[src/rtl/uart_rx_pkg.sv]
// Purpose: shared receive-frame state encoding and default bit divisor for the UART pair.
// Latency: n/a (types and constants only).
// Backpressure: n/a.
package uart_rx_pkg;

    // Core clock cycles per serial bit: 25 MHz / 115200 baud.
    localparam int unsigned UART_DIVISOR = 217;

    typedef enum logic [2:0] {
        ST_IDLE  = 3'd0,
        ST_START = 3'd1,
        ST_DATA  = 3'd2,
        ST_STOP  = 3'd3,
        ST_BREAK = 3'd4
    } rx_state_e;

endpackage

[src/rtl/sync2.sv]
// Purpose: generic two-flop synchroniser for a single asynchronous input, set to 1 on reset.
// Latency: 2 clk cycles from d to q.
// Backpressure: none; samples every cycle.
module sync2 (
    input  logic clk,
    input  logic rst_n,
    input  logic d,
    output logic q
);

    logic meta_q;
    logic sync_q;

    // Two-stage capture; both stages preset high so an idle-high line looks idle out of reset.
    always_ff @(posedge clk or negedge rst_n) begin
        if (!rst_n) begin
            meta_q <= 1'b1;
            sync_q <= 1'b1;
        end else begin
            meta_q <= d;
            sync_q <= meta_q;
        end
    end

    assign q = sync_q;

endmodule

[src/rtl/uart_rx.sv]
// Purpose: 8N1 UART receiver; deserialises RX into bytes, flags framing errors and overruns.
// Latency: VALID rises 2 + DIVISOR/2 + 9*DIVISOR + 1 cycles after the RX start-bit falling edge.
// Backpressure: none on the line; an unacknowledged byte is overwritten by the next (OVR set).
module uart_rx
    import uart_rx_pkg::*;
#(
    parameter int unsigned DIVISOR = UART_DIVISOR
) (
    input  logic       CLK,
    input  logic       RST_,
    input  logic       RX,
    input  logic       ACK,
    output logic [7:0] OUT,
    output logic       VALID,
    output logic       OVR,
    output logic       FERR
);

    localparam int unsigned CW = $clog2(DIVISOR);
    localparam logic [CW-1:0] HALF_M1 = CW'(DIVISOR / 2 - 1);
    localparam logic [CW-1:0] FULL_M1 = CW'(DIVISOR - 1);

    logic rx_s;

    rx_state_e     state_q,   state_d;
    logic [CW-1:0] cnt_q,     cnt_d;
    logic [2:0]    bit_q,     bit_d;
    logic [7:0]    shreg_q,   shreg_d;
    logic [7:0]    out_q,     out_d;
    logic          valid_q,   valid_d;
    logic          ovr_q,     ovr_d;
    logic          ferr_q,    ferr_d;
    logic [1:0]    primed_q,  primed_d;
    logic          line_hi_q, line_hi_d;
    logic          tick;

    sync2 u_sync_rx (
        .clk   (CLK),
        .rst_n (RST_),
        .d     (RX),
        .q     (rx_s)
    );

    assign tick = (cnt_q == '0);

    // Next-state: bit timing, frame FSM, byte delivery and consumer handshake.
    always_comb begin
        state_d   = state_q;
        cnt_d     = cnt_q - CW'(1);
        bit_d     = bit_q;
        shreg_d   = shreg_q;
        out_d     = out_q;
        valid_d   = valid_q;
        ovr_d     = ovr_q;
        ferr_d    = 1'b0;
        // rx_s only carries a real line sample once both synchroniser stages
        // have refilled after reset; until then its preset 1 is not evidence
        // that the line is idle.
        primed_d  = {primed_q[0], 1'b1};
        line_hi_d = line_hi_q | (primed_q[1] & rx_s);

        if (valid_q && ACK) begin
            valid_d = 1'b0;
            ovr_d   = 1'b0;
        end

        case (state_q)
            ST_IDLE: begin
                if (!rx_s) begin
                    if (line_hi_q) begin
                        state_d = ST_START;
                        cnt_d   = HALF_M1;
                    end else begin
                        // Line low since reset: wait for idle rather than framing garbage.
                        state_d = ST_BREAK;
                    end
                end
            end
            ST_START: begin
                if (tick) begin
                    if (!rx_s) begin
                        state_d = ST_DATA;
                        cnt_d   = FULL_M1;
                        bit_d   = 3'd0;
                    end else begin
                        state_d = ST_IDLE;
                    end
                end
            end
            ST_DATA: begin
                if (tick) begin
                    shreg_d = {rx_s, shreg_q[7:1]};
                    cnt_d   = FULL_M1;
                    bit_d   = bit_q + 3'd1;
                    if (bit_q == 3'd7) begin
                        state_d = ST_STOP;
                    end
                end
            end
            ST_STOP: begin
                if (tick) begin
                    if (rx_s) begin
                        out_d   = shreg_q;
                        valid_d = 1'b1;
                        if (valid_q && !ACK) begin
                            ovr_d = 1'b1;
                        end
                        state_d = ST_IDLE;
                    end else begin
                        ferr_d  = 1'b1;
                        state_d = ST_BREAK;
                    end
                end
            end
            ST_BREAK: begin
                if (rx_s) begin
                    state_d = ST_IDLE;
                end
            end
            default: begin
                state_d = ST_IDLE;
            end
        endcase
    end

    // State and registered outputs; reset returns everything to idle immediately.
    always_ff @(posedge CLK or negedge RST_) begin
        if (!RST_) begin
            state_q   <= ST_IDLE;
            cnt_q     <= '0;
            bit_q     <= 3'd0;
            shreg_q   <= 8'h00;
            out_q     <= 8'h00;
            valid_q   <= 1'b0;
            ovr_q     <= 1'b0;
            ferr_q    <= 1'b0;
            primed_q  <= 2'b00;
            line_hi_q <= 1'b0;
        end else begin
            state_q   <= state_d;
            cnt_q     <= cnt_d;
            bit_q     <= bit_d;
            shreg_q   <= shreg_d;
            out_q     <= out_d;
            valid_q   <= valid_d;
            ovr_q     <= ovr_d;
            ferr_q    <= ferr_d;
            primed_q  <= primed_d;
            line_hi_q <= line_hi_d;
        end
    end

    assign OUT   = out_q;
    assign VALID = valid_q;
    assign OVR   = ovr_q;
    assign FERR  = ferr_q;

endmodule

[config.mk]
export PLATFORM = sky130hd
export DESIGN_NAME = uart_rx
export DESIGN_NICKNAME = d
export VERILOG_FILES = /design/src/rtl/uart_rx_pkg.sv /design/src/rtl/sync2.sv /design/src/rtl/uart_rx.sv
export SDC_FILE = /design/constraint.sdc
export NUM_CORES = 1
export LEC_CHECK = 0
export CAP_MARGIN = 0
export CORE_ASPECT_RATIO = 0.6
export CORE_MARGIN = 1.5
export CORE_UTILIZATION = 40
export CTS_BUF_LIST = sky130_fd_sc_hd__clkbuf_4 sky130_fd_sc_hd__clkbuf_8 sky130_fd_sc_hd__clkbuf_16
export CTS_CLUSTER_DIAMETER = 60
export DETAILED_ROUTE_END_ITERATION = 12
export PLACE_DENSITY = 0.65
export SETUP_SLACK_MARGIN = 0.02
export SYNTH_ARGS = -nofsm -noshare
export SYNTH_HDL_FRONTEND = slang
export SYNTH_SLANG_ARGS = --single-unit
[constraint.sdc]
create_clock -name CLK -period 3.5 [get_ports CLK]
set_input_delay 0.525 -clock CLK [delete_from_list [all_inputs] [get_ports CLK]]
set_output_delay 0.525 -clock CLK [all_outputs]
set_load 0.02 [all_outputs]
==> flow_metrics.py <==
metrics = {
    "floorplanning": {
        "start_util_pct": 42.9,
        "die_area_mm2": 0.00444,
        "core_area_mm2": 0.00376,
        "fp.dieH_um": 52.2,
        "fp-row-count": 17,
        "io_pins": 15,
        "die_x_um": 85.1,
    },
    "sta": {
        "fin_worst_skew_ns": 0.00440,
        "relSlewSlack_pct": 57.6,
        "fin_setup_tns_ns": 0,
        "finalHoldViolations": 0,
        "setup_viol": 0,
        "fmax_ghz": 0.503,
        "layout_min_cycle_time_ns": 1.99,
        "rsz0062_at_grt": "false",
        "slew_violations": 0,
        "worst_pin_slew_ns": 0.631,
        "fin_crit_sh_pct": 56.8,
    },
    "placement": {
        "dp_hpwl_um": 1850,
        "placed_area_mm2": 0.00180,
        "port_buffers": 14,
        "dp.cells": 184,
        "gp_congestion": 0.831,
    },
    "run_status": {
        "status": "finished, final reports clean",
    },
    "global_route": {
        "grt_pass1_wl_um": 4690,
        "grt_pass1_vias": 977,
        "grt_use_total_pct": 14.4,
        "antenna_found_initial": 0,
        "grt_max_degree": 39,
        "grt-ovfl-total": 0,
    },
    "setup_path": {
        "critical_path.startpoint_type": "register",
        "critPathMaxFanout": 7,
        "rr_startpoint": "cnt_q[4]$_DFF_PN0_",
        "ff2ff_path_depth": 4,
        "reg2reg_slack_ns": 1.51,
        "cp.arrival_ns": 2.16,
        "endpoint_kind": "register",
        "r2r-end": "shreg_q[6]$_DFFE_PN0P_",
        "required_ns": 3.67,
        "worstSetupPathType": "register to register",
    },
    "yosys": {
        "ys.flop_type": "dfrtp_1",
        "yosys.area.top_type": "dfrtp_1",
        "yosys.area.top_type_share_pct": 55.7,
        "ys_ff_latch": 38,
        "netlist_instances": 126,
        "synth.most_common_cell": "dfrtp_1",
        "synth_edf_count": 0,
        "synthArstFlopShare_pct": 100,
        "synth_top_cells_by_count": "dfrtp_1, mux2_2, nand2_1",
        "synth_area_mm2": 0.00162,
        "synth_area_per_cell_um2": 12.8,
        "syn_nets": 134,
        "ys_types": 33,
        "synthTopCellsByArea": "dfrtp_1, mux2_2, dfstp_2",
        "ys_seq_area_share_pct": 59.0,
        "ys_warn_count": 0,
    },
    "power_and_ir_drop": {
        "p_per_area_mw_per_mm2": 577,
        "vdd_drop_max_mv": 0.241,
        "p_leak_nw": 0.880,
    },
    "finish": {
        "area_growth_pct": 18.2,
        "ff_latch_area_um2": 953,
        "multi_input_area_um2": 623,
        "drive_above_1_share_pct": 22.8,
        "n_antenna_cell": 0,
        "final_nets": 152,
        "filler_cell_count": 309,
        "design_area_mm2": 0.00191,
        "final_cells": 192,
    },
    "worst_hold_path": {
        "min_to": "u_sync_rx.q$_DFF_PN1_",
        "hp-start": "u_sync_rx.meta_q$_DFF_PN1_",
        "whs_path_depth": 0,
        "hold_path_class": "register to register",
    },
    "flow_run": {
        "drv_cap": 0,
    },
    "clock_tree": {
        "cts_buffer_depth": 2,
        "cts-resized-gates": 0,
        "ctsHoldBuffers": 0,
        "clock-sinks": 38,
        "ctsRootBufferMaster": "clkbuf_8",
        "post_cts_buffers": 0,
        "tritoncts": "yes",
        "cts_made_buffers": 5,
        "path_clk_slew_ns": 0.07,
        "clk_latency_ns": 0.28,
        "h-tree-depth": 2,
    },
    "routing": {
        "wire_per_inst_um": 13.9,
        "drt_first_pass_iters": 4,
        "drt_iter0_drc": 27,
        "drc": 0,
        "finalWirelength_um": 2680,
        "detail-route-antenna-nets": 0,
        "viasPerCell": 5.18,
        "num_vias": 994,
    },
}
## registers in the layout, indices dropped and copies added, names as in the netlist, 2 cells and up, named ones only
name      count
bit_q         3
primed_q      2
shreg_q       8
OUT           8
cnt_q         8
state_q       3
## layout by cell type, fill, tap and decap left out, types with 2 or more instances in the layout
master / netlist / final
clkdlybuf4s50_1: 0 / 14
a22o_1: 2 / 2
mux2_2: 16 / 16
nor3_1: 5 / 5
ha_1: 4 / 4
nand2_1: 8 / 8
dfrtp_1: 36 / 36
a21o_1: 2 / 2
dfstp_2: 2 / 2
clkbuf_8: 0 / 5
inv_1: 5 / 5
nor2b_1: 3 / 3
nor2_1: 5 / 5
a21oi_1: 5 / 5
o21ai_0: 4 / 4
clkinv_2: 0 / 2
xnor2_1: 2 / 2
nand3_1: 5 / 5
xor2_1: 4 / 4
## layout make-up
type | instances | area share, %
multi-input cells | 79 | 32.6
repair buffers | 15 | 7.73
inverters | 5 | 0.982
well taps | 47 | 3.08
clock buffers | 5 | 3.60
clock inverters | 3 | 2.10
flip-flops and latches | 38 | 49.9
## through the flow
stage	worst slack, ns	util (%)	total power, W	hold WS, ns
6_report	1.51	50.7	0.00110	0.359
5_1_grt	1.40	50.7	0.00117	0.367
4_1_cts	1.52	50.7	0.00111	0.362
3_5_place_dp	1.52	47.9	0.000752	0.347
3_3_place_gp	1.64	47.9	0.000743	0.341
2_1_floorplan	1.76	-	0.000705	0.229
## cells by family after synthesis
family / after synthesis / share of synthesized area (%)
buffers and inverters: 9 / 2.48
and+or+nand+nor: 36 / 14.3
DFF: 38 / 59.0
other: 1 / 0.232
xor gates and xnor gates: 6 / 3.25
muxes: 17 / 11.8
AOI/OAI and AO/OA: 15 / 5.88
adders and majority gates: 4 / 3.10
## power breakdown
part	switching, W	internal [W]	total [W]
sequential	0.0000761	0.000492	0.000568
clock	0.000148	0.000210	0.000357
combinational	0.0000934	0.0000842	0.000178
total	0.000317	0.000785	0.00110
## how the worst max path moves through the flow
stage	startpoint	to	slack [ns]
6_report	cnt_q[4]$_DFF_PN0_	shreg_q[6]$_DFFE_PN0P_	1.51
5_1_grt	cnt_q[4]$_DFF_PN0_	shreg_q[6]$_DFFE_PN0P_	1.40
4_1_cts	cnt_q[4]$_DFF_PN0_	shreg_q[6]$_DFFE_PN0P_	1.52
3_5_place_dp	cnt_q[4]$_DFF_PN0_	shreg_q[6]$_DFFE_PN0P_	1.52
3_3_place_gp	cnt_q[4]$_DFF_PN0_	shreg_q[0]$_DFFE_PN0P_	1.64
2_1_floorplan	cnt_q[4]$_DFF_PN0_	shreg_q[0]$_DFFE_PN0P_	1.76
## worst max-delay path, cell delays in order, from the launching register on
cell	delay [ns]
dfrtp_1	0.44
nor4_4	0.39
nand3_4	0.15
nor3_1	0.50
mux2_2	0.40
## per-layer routing
| metal | vias to the layer above | wire length, µm | global-route usage [%] |
|---|---|---|---|
| li1 | 473 | - | - |
| met1 | 491 | 1400 | 19.2 |
| met2 | 24 | 1110 | 20.9 |
| met3 | 6 | 111 | 5.20 |
| met4 | 0 | 51 | 7.38 |
| met5 | - | 0 | 0 |
Power figures use the tool's default switching activity.
==> patch: new RTL, same flow settings <==
Take the reset off `shreg_q` and load it in a clocked block of its own.
--- a/src/rtl/uart_rx.sv
+++ b/src/rtl/uart_rx.sv
@@ -129,7 +129,6 @@
             state_q   <= ST_IDLE;
             cnt_q     <= '0;
             bit_q     <= 3'd0;
-            shreg_q   <= 8'h00;
             out_q     <= 8'h00;
             valid_q   <= 1'b0;
             ovr_q     <= 1'b0;
@@ -140,7 +139,6 @@
             state_q   <= state_d;
             cnt_q     <= cnt_d;
             bit_q     <= bit_d;
-            shreg_q   <= shreg_d;
             out_q     <= out_d;
             valid_q   <= valid_d;
             ovr_q     <= ovr_d;
@@ -150,6 +148,10 @@
         end
     end
 
+    always_ff @(posedge CLK) begin
+        shreg_q <= shreg_d;
+    end
+
     assign OUT   = out_q;
     assign VALID = valid_q;
     assign OVR   = ovr_q;
Formal check against the unedited RTL: no difference found for any inputs over 10 cycles, from zero or initial values and one cycle with RST_ low; that may be too few to reach the edited logic, so the function may still have changed.
==> patch against the original RTL <==
Combinational power up 16%; die area hardly changed; critical endpoint is now OUT[1]$_DFFE_PN0P_; critical path depth grew 1; routed wire length up 15%; final cell count shrank 1.0%; worst setup slack worse by 0.087 ns; total power is 6.3% higher; sequential cell count unchanged; area after synthesis is essentially flat; via count rose by 5.3%; clock power increased by 8.4%; global-route usage increased by 1.3 points; design area rose by 1.0%; hold slack better by 0.0012 ns.
==> patch: results (changes against the original RTL) <==
| Metric | Value |
|---|---|
| Initial DRT Pass Iterations | 4 (unchanged) |
| Placed inst area | 1810 µm² (+0.49%) |
| Clock Path Buffers | 2 (unchanged) |
| Cell area after synthesis | 1620 µm² (about the same) |
| CP max FO | 9 (+2) |
| Sink Count | 38 (unchanged) |
| Gr usage total | 15.7% (+1.3 points) |
| Slew margin rel. | 52.9% (-4.6 points) |
| Number of fillers in the final layout | 326 (+5.5%) |
| Skew-Pair Late Insertion Delay | 0.29 ns |
| Max-slew violations | 0 (unchanged) |
| ANT cells | 0 (unchanged) |
| Layout cell share with drive strength beyond 1 | 17.5% (-5.3 points) |
| Post-CTS Setup Inserts | 0 (unchanged) |
| GP Congestion | 0.738 (-11%) |
| Initial antenna violation count | 0 (unchanged) |
| Non-clock buffers | 16 (+1) |
| Post-CTS resize count | 0 (unchanged) |
| Area contributors post-synth | dfrtp_1 (43%), edfxtp_1 (15%), mux2_2 (6.3%), dfstp_2 (3.2%), ha_1 (3.1%) |
| Clock buf/inv share | 6.22% (+0.52 points) |
| Clock skew | 0.00864 ns (+0.00424 ns) |
| Post-synth ARST share | 78.9% (-21 points) |
| NonClk Buf Share | 8.04% (+0.31 points) |
| Dpl hpwl | 2.19 mm (+18%) |
| Maximum vdd drop | 0.000298 V (+24%) |
| Synth cell count leaders | dfrtp_1 (28), mux2_2 (9), edfxtp_1 (8), or4_1 (6) |
| Invs w/o clock | 4 (-1) |
| Register area share after synthesis | 61.4% (+2.4 points) |
| Area taken by multi-input logic gates | 588 µm² (-5.6%) |
| Average vias per placed instance | 5.51 (+6.4%) |
| First-pass GRT wire length | 5.11 mm (+9.0%) |
| Pin count of the biggest net entering global routing | 31 (-21%) |
| Routed wire per std cell | 16.2 µm (+16%) |
| Vias in the first global route | 1080 (+11%) |
| Count of different cell masters after synthesis | 35 (+6.1%) |
| Syn Nets | 132 (-1.5%) |
| EDFF count, synth | 8 (+8) |
| Reg2reg end | OUT[1]$_DFFE_PN0P_ |
| Outcome | finished clean |
| Storage cell area | 993 µm² (+4.2%) |
| Reg2Reg Depth | 5 (+1) |
| FF-to-FF Start | cnt_q[0]$_DFF_PN0_ |
| R2R Setup Slk | 1.42 ns (-0.09 ns) |
| DRT iter0 DRCs | 38 (+41%) |
| Sequential share of cell area | 51.5% (+1.6 points) |
| Crit path arrival time | 2.24 ns (+0.08 ns) |
| CTS H-tree depth | 2 (unchanged) |
| CLK BUF | 7 (+2) |
| Layout Nets | 150 (-1.3%) |
| Comb_multi_in | 77 (-2.5%) |
| Static Leak | 0.786 nW (-11%) |
patch: critical path, stage by stage (launching register included):
cell and delay [ns]:
dfrtp_1 0.42, inv_1 0.10, ha_1 0.17, nor4b_1 0.38, nand3_1 0.46, mux2_2 0.42
patch: per-layer routing:
layer	part of all wire, %	global-route usage (%)	routed length (µm)	up-vias
li1	-	-	-	508
met4	0.33	4.92	10	0
met1	53	22.8	1640	527
met5	0	0	0	-
met2	43	21.8	1320	10
met3	3.2	5.35	99	2
patch: metrics by stage:
stage	instances	power (W)	hold WS, ns
floorplan	124	0.000734	0.229
global placement	182	0.000782	0.341
detailed placement	182	0.000793	0.354
CTS	190	0.00118	0.364
global route	190	0.00124	0.368
finish	190	0.00117	0.361
patch: worst max-delay path by stage:
stage | cells after the start | slack (ns) | end
3_3_place_gp | 5 | 1.50 | bit_q[1]$_DFFE_PN0P_
5_1_grt | 5 | 1.22 | OUT[1]$_DFFE_PN0P_
4_1_cts | 5 | 1.44 | bit_q[1]$_DFFE_PN0P_
6_report | 5 | 1.42 | OUT[1]$_DFFE_PN0P_
3_5_place_dp | 5 | 1.44 | bit_q[1]$_DFFE_PN0P_
2_1_floorplan | 5 | 1.18 | shreg_q[0]$_DFFE_PP_
patch: logic make-up (layout without fill, tap and decap cells):
logic type	count (synthesis)	count (layout)	synth area share, %
DFF	38	38	61.4
adders and majority gates	4	4	3.09
muxes	9	9	6.26
other	1	1	0.232
and+or+nand+nor	38	38	15.3
xor gates and xnor gates	3	3	1.62
AOI/OAI and AO/OA	22	22	9.82
buffers and inverters	9	28	2.24
patch: power breakdown:
part	internal [W]	switching, W
Clock	0.000240	0.000147
Combinational	0.0000925	0.000114
Sequential	0.000504	0.0000743
